<file path="src/rtl/larpix_piso_packet_rx.sv">
// Receive-side UART deserializer for one LArPix PISO link.
// Recovers start/data/stop frames, flags odd-parity failures and framing
// errors, and buffers packets in a small first-word-fallthrough FIFO.
module larpix_piso_packet_rx #(
  parameter int CLKS_PER_BIT = 4,
  parameter int WIDTH        = 64,
  parameter int OUT_DEPTH    = 4,
  parameter int CNT_W        = 16
) (
  input  logic             clk,
  input  logic             reset,
  input  logic             piso_in,
  output logic [WIDTH-1:0] packet_out,
  output logic             parity_error,
  output logic             packet_valid,
  input  logic             packet_ready,
  output logic             frame_error,
  output logic [CNT_W-1:0] drop_count,
  output logic             rx_busy
);

  localparam int HALF  = CLKS_PER_BIT / 2;
  localparam int CLK_W = $clog2(CLKS_PER_BIT);
  localparam int BIT_W = $clog2(WIDTH);
  localparam int PTR_W = $clog2(OUT_DEPTH);
  localparam int OCC_W = PTR_W + 1;

  typedef enum logic [2:0] {
    ST_IDLE,
    ST_START,
    ST_DATA,
    ST_STOP,
    ST_BREAK
  } rx_state_t;

  // Synchronizer and edge-detect history
  logic s_meta;
  logic s_sync;
  logic s_prev;

  // Receiver state
  rx_state_t        state;
  rx_state_t        state_next;
  logic [CLK_W-1:0] clk_cnt;
  logic [BIT_W-1:0] bit_cnt;
  logic [WIDTH-1:0] shift_reg;

  // Control strobes from the next-state logic
  logic cnt_clr;
  logic shift_en;
  logic bit_clr;
  logic push_req;
  logic frame_err_set;

  // Output FIFO storage and bookkeeping
  logic [WIDTH:0]     mem [OUT_DEPTH];
  logic [PTR_W-1:0]   rd_ptr;
  logic [PTR_W-1:0]   wr_ptr;
  logic [OCC_W-1:0]   occ;
  logic               fifo_full;
  logic               fifo_empty;
  logic               pop;
  logic               push_ok;
  logic               drop;
  logic [WIDTH:0]     push_word;
  logic [WIDTH:0]     head_word;

  // Two-flop synchronizer on the serial line plus one more stage of history
  // so IDLE can spot a falling edge; everything idles high out of reset.
  always_ff @(posedge clk or posedge reset) begin
    if (reset) begin
      s_meta <= 1'b1;
      s_sync <= 1'b1;
      s_prev <= 1'b1;
    end else begin
      s_meta <= piso_in;
      s_sync <= s_meta;
      s_prev <= s_sync;
    end
  end

  // Frame-level state register, bit timing counters and data shifter.
  always_ff @(posedge clk or posedge reset) begin
    if (reset) begin
      state       <= ST_IDLE;
      clk_cnt     <= '0;
      bit_cnt     <= '0;
      shift_reg   <= '0;
      frame_error <= 1'b0;
    end else begin
      state       <= state_next;
      clk_cnt     <= cnt_clr ? '0 : clk_cnt + CLK_W'(1);
      frame_error <= frame_err_set;
      if (bit_clr) begin
        bit_cnt <= '0;
      end else if (shift_en) begin
        bit_cnt <= bit_cnt + BIT_W'(1);
      end
      if (shift_en) begin
        shift_reg <= {s_sync, shift_reg[WIDTH-1:1]};
      end
    end
  end

  // Next-state logic: center-samples each bit, sampling the start bit half
  // a bit in and every later bit one full bit-time after the previous one.
  always_comb begin
    state_next    = state;
    cnt_clr       = 1'b0;
    shift_en      = 1'b0;
    bit_clr       = 1'b0;
    push_req      = 1'b0;
    frame_err_set = 1'b0;
    case (state)
      ST_IDLE: begin
        cnt_clr = 1'b1;
        if (s_prev && !s_sync) begin
          bit_clr    = 1'b1;
          state_next = ST_START;
        end
      end
      ST_START: begin
        if (clk_cnt == CLK_W'(HALF - 1)) begin
          cnt_clr    = 1'b1;
          state_next = s_sync ? ST_IDLE : ST_DATA;
        end
      end
      ST_DATA: begin
        if (clk_cnt == CLK_W'(CLKS_PER_BIT - 1)) begin
          cnt_clr  = 1'b1;
          shift_en = 1'b1;
          if (bit_cnt == BIT_W'(WIDTH - 1)) begin
            state_next = ST_STOP;
          end
        end
      end
      ST_STOP: begin
        if (clk_cnt == CLK_W'(CLKS_PER_BIT - 1)) begin
          cnt_clr = 1'b1;
          if (s_sync) begin
            push_req   = 1'b1;
            state_next = ST_IDLE;
          end else begin
            frame_err_set = 1'b1;
            state_next    = ST_BREAK;
          end
        end
      end
      ST_BREAK: begin
        cnt_clr = 1'b1;
        if (s_sync) begin
          state_next = ST_IDLE;
        end
      end
      default: begin
        cnt_clr    = 1'b1;
        state_next = ST_IDLE;
      end
    endcase
  end

  assign rx_busy    = (state != ST_IDLE);
  assign fifo_full  = (occ == OCC_W'(OUT_DEPTH));
  assign fifo_empty = (occ == '0);
  assign pop        = packet_valid && packet_ready;
  assign push_ok    = push_req && (!fifo_full || pop);
  assign drop       = push_req && fifo_full && !pop;
  assign push_word  = {~(^shift_reg), shift_reg};
  assign head_word  = mem[rd_ptr];

  assign packet_valid = !fifo_empty;
  assign packet_out   = fifo_empty ? '0 : head_word[WIDTH-1:0];
  assign parity_error = fifo_empty ? 1'b0 : head_word[WIDTH];

  // FIFO storage, pointers and occupancy; a push into a full FIFO is only
  // taken when the head is leaving in the same cycle.
  always_ff @(posedge clk or posedge reset) begin
    if (reset) begin
      for (int i = 0; i < OUT_DEPTH; i++) begin
        mem[i] <= '0;
      end
      rd_ptr <= '0;
      wr_ptr <= '0;
      occ    <= '0;
    end else begin
      if (push_ok) begin
        mem[wr_ptr] <= push_word;
        wr_ptr      <= wr_ptr + PTR_W'(1);
      end
      if (pop) begin
        rd_ptr <= rd_ptr + PTR_W'(1);
      end
      case ({push_ok, pop})
        2'b10:   occ <= occ + OCC_W'(1);
        2'b01:   occ <= occ - OCC_W'(1);
        default: occ <= occ;
      endcase
    end
  end

  // Saturating count of packets lost because the FIFO had no room.
  always_ff @(posedge clk or posedge reset) begin
    if (reset) begin
      drop_count <= '0;
    end else if (drop && (drop_count != {CNT_W{1'b1}})) begin
      drop_count <= drop_count + CNT_W'(1);
    end
  end

endmodule

</file>
<file path="config.mk">
export PLATFORM = sky130hd
export DESIGN_NAME = larpix_piso_packet_rx
export DESIGN_NICKNAME = d
export VERILOG_FILES = /design/src/rtl/larpix_piso_packet_rx.sv
export SDC_FILE = /design/constraint.sdc
export NUM_CORES = 1
export LEC_CHECK = 0
export ABC_AREA = 1
export BUFFER_PORTS_ARGS = -buffer_cell sky130_fd_sc_hd__buf_2
export CAP_MARGIN = 20
export CORE_MARGIN = 4
export CORE_UTILIZATION = 56
export CTS_CLUSTER_SIZE = 8
export DETAILED_ROUTE_END_ITERATION = 7
export PLACE_DENSITY_LB_ADDON = 0.08
export SKIP_CTS_REPAIR_TIMING = 1
export SLEW_MARGIN = 20
export SYNTH_ARGS = -nofsm -noshare
export SYNTH_HDL_FRONTEND = slang
export SYNTH_SLANG_ARGS = --single-unit
</file>
<file path="constraint.sdc">
create_clock -name clk -period 11.9 [get_ports clk]
set_input_delay 1.785 -clock clk [delete_from_list [all_inputs] [get_ports clk]]
set_output_delay 1.785 -clock clk [all_outputs]
set_load 0.02 [all_outputs]
</file>
==> results.py, run 1 <==
metrics = {
    "yosys": {
        "synth_fp_nets": 2195,
        "synth_warnings": 0,
        "synth_seq_area_share": 0.534,
        "post_synth.cell_area_avg_um2": 7.78,
        "post_synth_instance_area_mm2": 0.0170,
        "yosys_register_bits": 362,
        "synthCells": 2182,
        "synth.distinct_cells": 30,
    },
    "placement": {
        "port_buffers": 87,
        "place_ws_ns": 7.28,
        "place_congestion": 0.818,
        "dpl.hpwl_um": 23000,
        "post_place_instance_area_mm2": 0.0176,
    },
    "job": {
        "drv.max_cap_violation_count": 0,
    },
    "grt": {
        "grt_pass1_vias": 13488,
        "grt_antenna_before_repair": 0,
        "total_grt_overflow": 0,
        "grt_use_total": 0.239,
        "first_pass_grt_wire_length_um": 67400,
        "largest_net_degree_at_the_start_of_global_routing": 156,
    },
    "sta": {
        "worst_hold_slack_ns": 0.353,
        "timing.final.crit_share": 0.437,
        "highest_attainable_clock_frequency_mhz": 192,
        "tightestPinTransition_ns": 1.02,
        "finalCriticalPeriod_ns": 5.20,
        "relSlewSlack": 0.321,
        "timing.final.setup_violations": 0,
        "hold_viol_final": 0,
        "totalNegativeSetupSlack_ns": 0,
        "setup_ws_ns": 6.70,
        "slew_viol_final": 0,
        "clock_skew_ns": 0.0155,
        "rsz0062_at_grt": "false",
    },
    "routing": {
        "via_count": 14086,
        "drc": 2,
        "first_iter_violations": 1068,
        "ant_nets": 0,
        "drt_pass1_iterations": 8,
        "avgRoutedWirePerCell_um": 14.9,
        "via_per_instance_ratio": 5.38,
        "route.final.wire_length_um": 39100,
    },
    "floorplan": {
        "boundaryPins": 88,
        "starting_density": 0.570,
        "die_area_mm2": 0.0332,
        "rows": 63,
        "overall_die_height_um": 182,
        "design.core.area_mm2": 0.0298,
        "die_w_um": 182,
    },
    "cells_and_area": {
        "final_layout_size_suffix_gt1_frac": 0.0817,
        "area_delta_synth_final_pct": 11.9,
        "num_antenna_cells": 0,
        "design_area_mm2": 0.0190,
        "post-route-util": 0.637,
        "largest_register_ffs": 260,
        "nets": 2229,
    },
    "status": {
        "violations": "design-rule violations",
        "outcome": "complete, but fails checks",
    },
    "critical_path": {
        "cp_max_fo": 84,
        "setup_crit_path_kind": "reg -> out",
        "startpoint_class": "flop",
        "critical_path.endpoint_type": "output port",
        "worstPathArrival_ns": 3.42,
        "ff2ff_path_depth": 12,
        "timing.critical_path.required_ns": 10.12,
    },
    "clocking": {
        "cts.sinks": 362,
        "cts.root.buffer_cell": "clkbuf_16",
        "clk-insertion-delay-late_ns": 0.54,
        "clock_path_buffers": 3,
        "clkTransAtPathRegs_ns": 0.05,
        "cts_tree": "built",
        "htree_num_levels": 2,
        "tritoncts.num_buffers": 51,
    },
    "power_and_ir_drop": {
        "vdd_drop_max_mv": 0.135,
        "leakage_nw": 9.21,
        "power-per-cell-area_mw_per_mm2": 195,
    },
    "min_path": {
        "class_of_the_tightest_hold_or_removal_check": "reg -> reg",
        "hold_path_depth": 0,
    },
}
-- power by group --
group	leakage, nW	switching (mW)	internal (mW)
sequential	5.03	0.0505	1.26
clock	0.665	0.489	0.784
combinational	3.51	0.788	0.336
-- worst paths after layout --
check,start,end,slack [ns]
worst min-delay path,s_meta$_DFF_PP1_,s_sync$_DFF_PP1_,0.35
min in group asynchronous,reset,drop_count[13]$_DFFE_PP0P_,1.42
worst max register to register,occ[0]$_DFFE_PP0P_,occ[2]$_DFFE_PP0P_,9.00
worst max-delay path,rd_ptr[0]$_DFFE_PP0P_,packet_out[0],6.70
max in group asynchronous,reset,rd_ptr[0]$_DFFE_PP0P_,8.09
worst min register to register,s_meta$_DFF_PP1_,s_sync$_DFF_PP1_,0.35
-- cell usage after synthesis --
library cell / n / area share
a21oi_1: 70 / 0.021
a41oi_1: 1 / 0.00052
buf_1: 7 / 0.0015
buf_2: 37 / 0.011
clkbuf_1: 76 / 0.017
clkinv_1: 1 / 0.00022
dfrtp_1: 359 / 0.53
dfstp_2: 3 / 0.0046
fa_1: 1 / 0.0012
ha_1: 8 / 0.0059
inv_1: 107 / 0.024
inv_2: 3 / 0.00066
nand2_1: 695 / 0.15
nand2_2: 1 / 0.00037
nand3_1: 20 / 0.0059
nand3_2: 2 / 0.0012
nand4_1: 4 / 0.0015
nand4_2: 1 / 0.00074
nor2_1: 281 / 0.062
nor2_4: 3 / 0.0020
nor3_1: 4 / 0.0012
nor3_2: 2 / 0.0012
nor4_1: 1 / 0.00037
o21ai_0: 422 / 0.12
o21ai_1: 38 / 0.011
o21bai_1: 1 / 0.00044
o221a_2: 1 / 0.00066
o22ai_1: 1 / 0.00037
xnor2_1: 15 / 0.0077
xor2_1: 17 / 0.0088
-- cell families (layout without fill, tap and decap cells) --
kind of cell,Yosys count,count (layout),share of synthesized area
simple gates,1014,1014,0.230
compound gates,534,534,0.158
buf+inv,231,276,0.0538
xor+xnor,32,32,0.0165
fa+ha+maj,9,9,0.00708
flops,362,362,0.534
-- layer usage --
layer  global-route usage  wire (um)  vias up
met5                    0          0        -
met4               0.0591        648        0
met3               0.0343       1930       57
met2                0.375      17600      339
met1                0.356      18900     6651
li1                     -          -     7039
-- cell usage in the layout, fill, tap and decap left out, types with 2 or more instances in the layout --
| master | netlist | final |
|---|---|---|
| a21oi_1 | 70 | 70 |
| buf_16 | 0 | 2 |
| buf_2 | 37 | 87 |
| buf_4 | 0 | 11 |
| clkbuf_1 | 76 | 10 |
| clkbuf_16 | 0 | 53 |
| dfrtp_1 | 359 | 357 |
| dfstp_2 | 3 | 3 |
| ha_1 | 8 | 8 |
| inv_1 | 107 | 104 |
| inv_2 | 3 | 5 |
| nand2_1 | 695 | 690 |
| nand2_4 | 0 | 5 |
| nand3_1 | 20 | 20 |
| nand3_2 | 2 | 2 |
| nand4_1 | 4 | 4 |
| nor2_1 | 281 | 280 |
| nor2_4 | 3 | 4 |
| nor3_1 | 4 | 4 |
| nor3_2 | 2 | 2 |
| o21ai_0 | 422 | 422 |
| o21ai_1 | 38 | 38 |
| xnor2_1 | 15 | 15 |
| xor2_1 | 17 | 17 |
-- worst max-delay path, cell delays in order (launching register included) --
cell	delay, ns
dfrtp_4	0.72
inv_2	0.60
buf_4	0.77
o21ai_0	0.20
a21oi_1	0.32
buf_2	0.23
-- final cells by class --
cell class                 instances  area [um2]
tap                              390         488
sequential                       362        9070
fill                            2628       10800
multi-input combinational       1589        7040
clock inverter                     1        7.51
inverter                         111         424
timing repair buffer             101         593
clock buffer                      63        1360
-- stage by stage --
stage / std cells / power, mW
2_1_floorplan: 2182 / 2.10
3_3_place_gp: 2551 / 2.44
3_5_place_dp: 2551 / 2.45
4_1_cts: 2615 / 3.73
5_1_grt: 2617 / 3.92
6_report: 2617 / 3.71
No activity file was read; power rests on OpenSTA's default activity.
==> run 2: changes to the inputs <==
clock period = 4.5 ns   (was 11.9 ns; I/O delays follow)
==> run 2 against run 1 <==
Net effect:
- the run now ends clean
- combinational power grew to 2.6 times the previous value
- cell count grew 0.31%
- clock skew is essentially flat
- clock-buffer cell count shrank 2
- wire length grew 1.4%
- utilization grew 0.20 points
- non-clock buffer count grew 7
- global-route usage grew 0.24 points
- clock power grew to 2.6 times the previous value
- via count grew 0.31%
- worst setup slack lost 5.8 ns
- flip-flop and latch count is the same
- largest power group unchanged
- highest routed layer unchanged
==> results.py, run 2 (synthesis gave the netlist of run 1 again) <==
metrics = {
    "critical_path": {
        "setup.worst_path.start": "rd_ptr[0]$_DFFE_PP0P_",
        "timing.critical_path.max_delay_family": "buffers and inverters",
        "setup_crit_path_kind": "reg -> out",
        "worstPathArrival_ns": 2.90,
        "r2r_start": "clk_cnt[0]$_DFF_PP0_",
        "cp_num_buf_inv": 3,
        "critical_path_cell_by_cell": "inv_2 -> buf_4 -> o21ai_0 -> a21oi_1 -> buf_2",
        "timing.critical_path.required_ns": 3.83,
        "startpoint_class": "flop",
        "cp_slowest_stage_delay_ns": 0.73,
        "critical_path.endpoint_type": "output port",
        "cp_max_fo": 54,
        "worst_path_max_delay_cell": "dfrtp_4",
    },
    "clocking": {
        "htree_num_levels": 2,
        "cts_tree": "built",
        "clock_path_buffers": 3,
        "cts.sinks": 362,
        "cts.root.buffer_cell": "clkbuf_16",
        "clk-insertion-delay-late_ns": 0.55,
        "tritoncts.num_buffers": 51,
        "clkTransAtPathRegs_ns": 0.05,
    },
    "routing": {
        "route.final.wire_length_um": 39700,
        "ant_nets": 0,
        "drt_pass1_iterations": 5,
        "routed.top_layer": "met4",
        "via_count": 14130,
        "first_iter_violations": 1146,
        "via_per_instance_ratio": 5.38,
        "route.met2.wl_um": 18400,
        "drc": 0,
        "avgRoutedWirePerCell_um": 15.1,
        "detail_route.wirelength.met1_um": 18600,
        "dr_wl_met3_um": 1970,
    },
    "placement": {
        "port_buffers": 87,
        "dpl.hpwl_um": 24200,
        "placed_cells_incl_taps": 2558,
        "place_congestion": 0.782,
        "place_ws_ns": 1.50,
    },
    "sta": {
        "timing.final.setup_violations": 0,
        "highest_attainable_clock_frequency_mhz": 280,
        "hold_viol_final": 0,
        "slew_viol_final": 0,
        "setup_ws_ns": 0.923,
        "timing.final.crit_share": 0.795,
        "relSlewSlack": 0.376,
        "rsz0062_at_grt": "false",
        "clock_skew_ns": 0.0153,
        "finalCriticalPeriod_ns": 3.58,
        "tightestPinTransition_ns": 0.935,
        "worst_hold_slack_ns": 0.244,
    },
    "grt": {
        "largest_net_degree_at_the_start_of_global_routing": 188,
        "grt_pass1_vias": 13763,
        "first_pass_grt_wire_length_um": 68000,
        "grt_use_total": 0.242,
        "total_grt_overflow": 0,
        "grt_antenna_before_repair": 0,
    },
    "floorplan": {
        "starting_density": 0.570,
        "boundaryPins": 88,
        "rows": 63,
        "design.core.area_mm2": 0.0298,
        "overall_die_height_um": 182,
        "die_area_mm2": 0.0332,
        "die_w_um": 182,
    },
    "cells_and_area": {
        "final_layout_size_suffix_gt1_frac": 0.0850,
        "post-route-util": 0.639,
        "layoutNonFillerInstCount": 2625,
        "num_antenna_cells": 0,
        "largest_register_ffs": 260,
        "area_delta_synth_final_pct": 12.2,
        "nets": 2236,
        "mostFrequentLayoutCell": "nand2_1",
        "most-common-layout-cells": "690 x nand2_1, 422 x o21ai_0, 357 x dfrtp_1, 280 x nor2_1, 104 x inv_1",
    },
    "power_and_ir_drop": {
        "power-per-cell-area_mw_per_mm2": 515,
        "leakage_nw": 9.20,
        "vdd_drop_max_mv": 0.348,
        "total_power_mw": 9.80,
    },
    "status": {
        "outcome": "finished, final reports clean",
    },
    "job": {
        "drv.max_cap_violation_count": 0,
    },
    "min_path": {
        "class_of_the_tightest_hold_or_removal_check": "in -> reg",
        "hp-start": "piso_in",
    },
}
-- run 2: changes by cell type in the layout (fill, tap and decap cells not counted) --
cell | before | now
buf_16 | 2 | 1
nand2_8 | 0 | 2
nand2_4 | 5 | 3
buf_12 | 1 | 4
clkinvlp_4 | 1 | 2
buf_4 | 11 | 16
inv_8 | 1 | 0
clkbuf_16 | 53 | 51
inv_6 | 0 | 3
-- run 2: worst register-to-register path, cell delays in order, from the launching register on --
cell,delay (ns)
dfrtp_1,0.37
ha_1,0.37
nand3_2,0.20
nor2_4,0.36
nand2_4,0.61
buf_4,0.52
nand2_1,0.10
o21ai_0,0.09
-- run 2: worst paths after layout --
kind | end | slack (ns) | cells after the start
setup / recovery | parity_error | 0.92 | 5
hold / removal | s_meta$_DFF_PP1_ | 0.24 | 1
setup reg to reg | mem[159]$_DFFE_PP0P_ | 1.74 | 7
hold reg to reg | s_sync$_DFF_PP1_ | 0.35 | 0
max in group asynchronous | mem[94]$_DFFE_PP0P_ | 3.31 | 4
min in group asynchronous | mem[193]$_DFFE_PP0P_ | 0.27 | 3
-- run 2: power breakdown --
group	total (mW)	switching, mW	internal, mW
Combinational	2.96	2.05	0.916
Clock	3.33	1.32	2.01
Sequential	3.50	0.176	3.33
-- run 2: final cells by class --
| cell class | count | area [um2] |
|---|---|---|
| clock inverter | 4 | 33.8 |
| sequential | 362 | 9070 |
| inverter | 111 | 420 |
| fill | 2613 | 10800 |
| tap | 390 | 488 |
| timing repair buffer | 108 | 663 |
| multi-input combinational | 1589 | 7060 |
| clock buffer | 61 | 1310 |
-- run 2: routing by layer --
metal	up-vias	track usage
met5	-	0
met2	336	0.393
met1	6686	0.346
met3	61	0.0365
li1	7047	-
met4	0	0.0588
-- run 2: stage by stage --
step                      area [um2]  TNS [ns]
after floorplan                17000   -368.62
after global placement         17600         0
after detailed placement       17600         0
after CTS                      19000         0
after global routing           19000         0
final                          19000         0
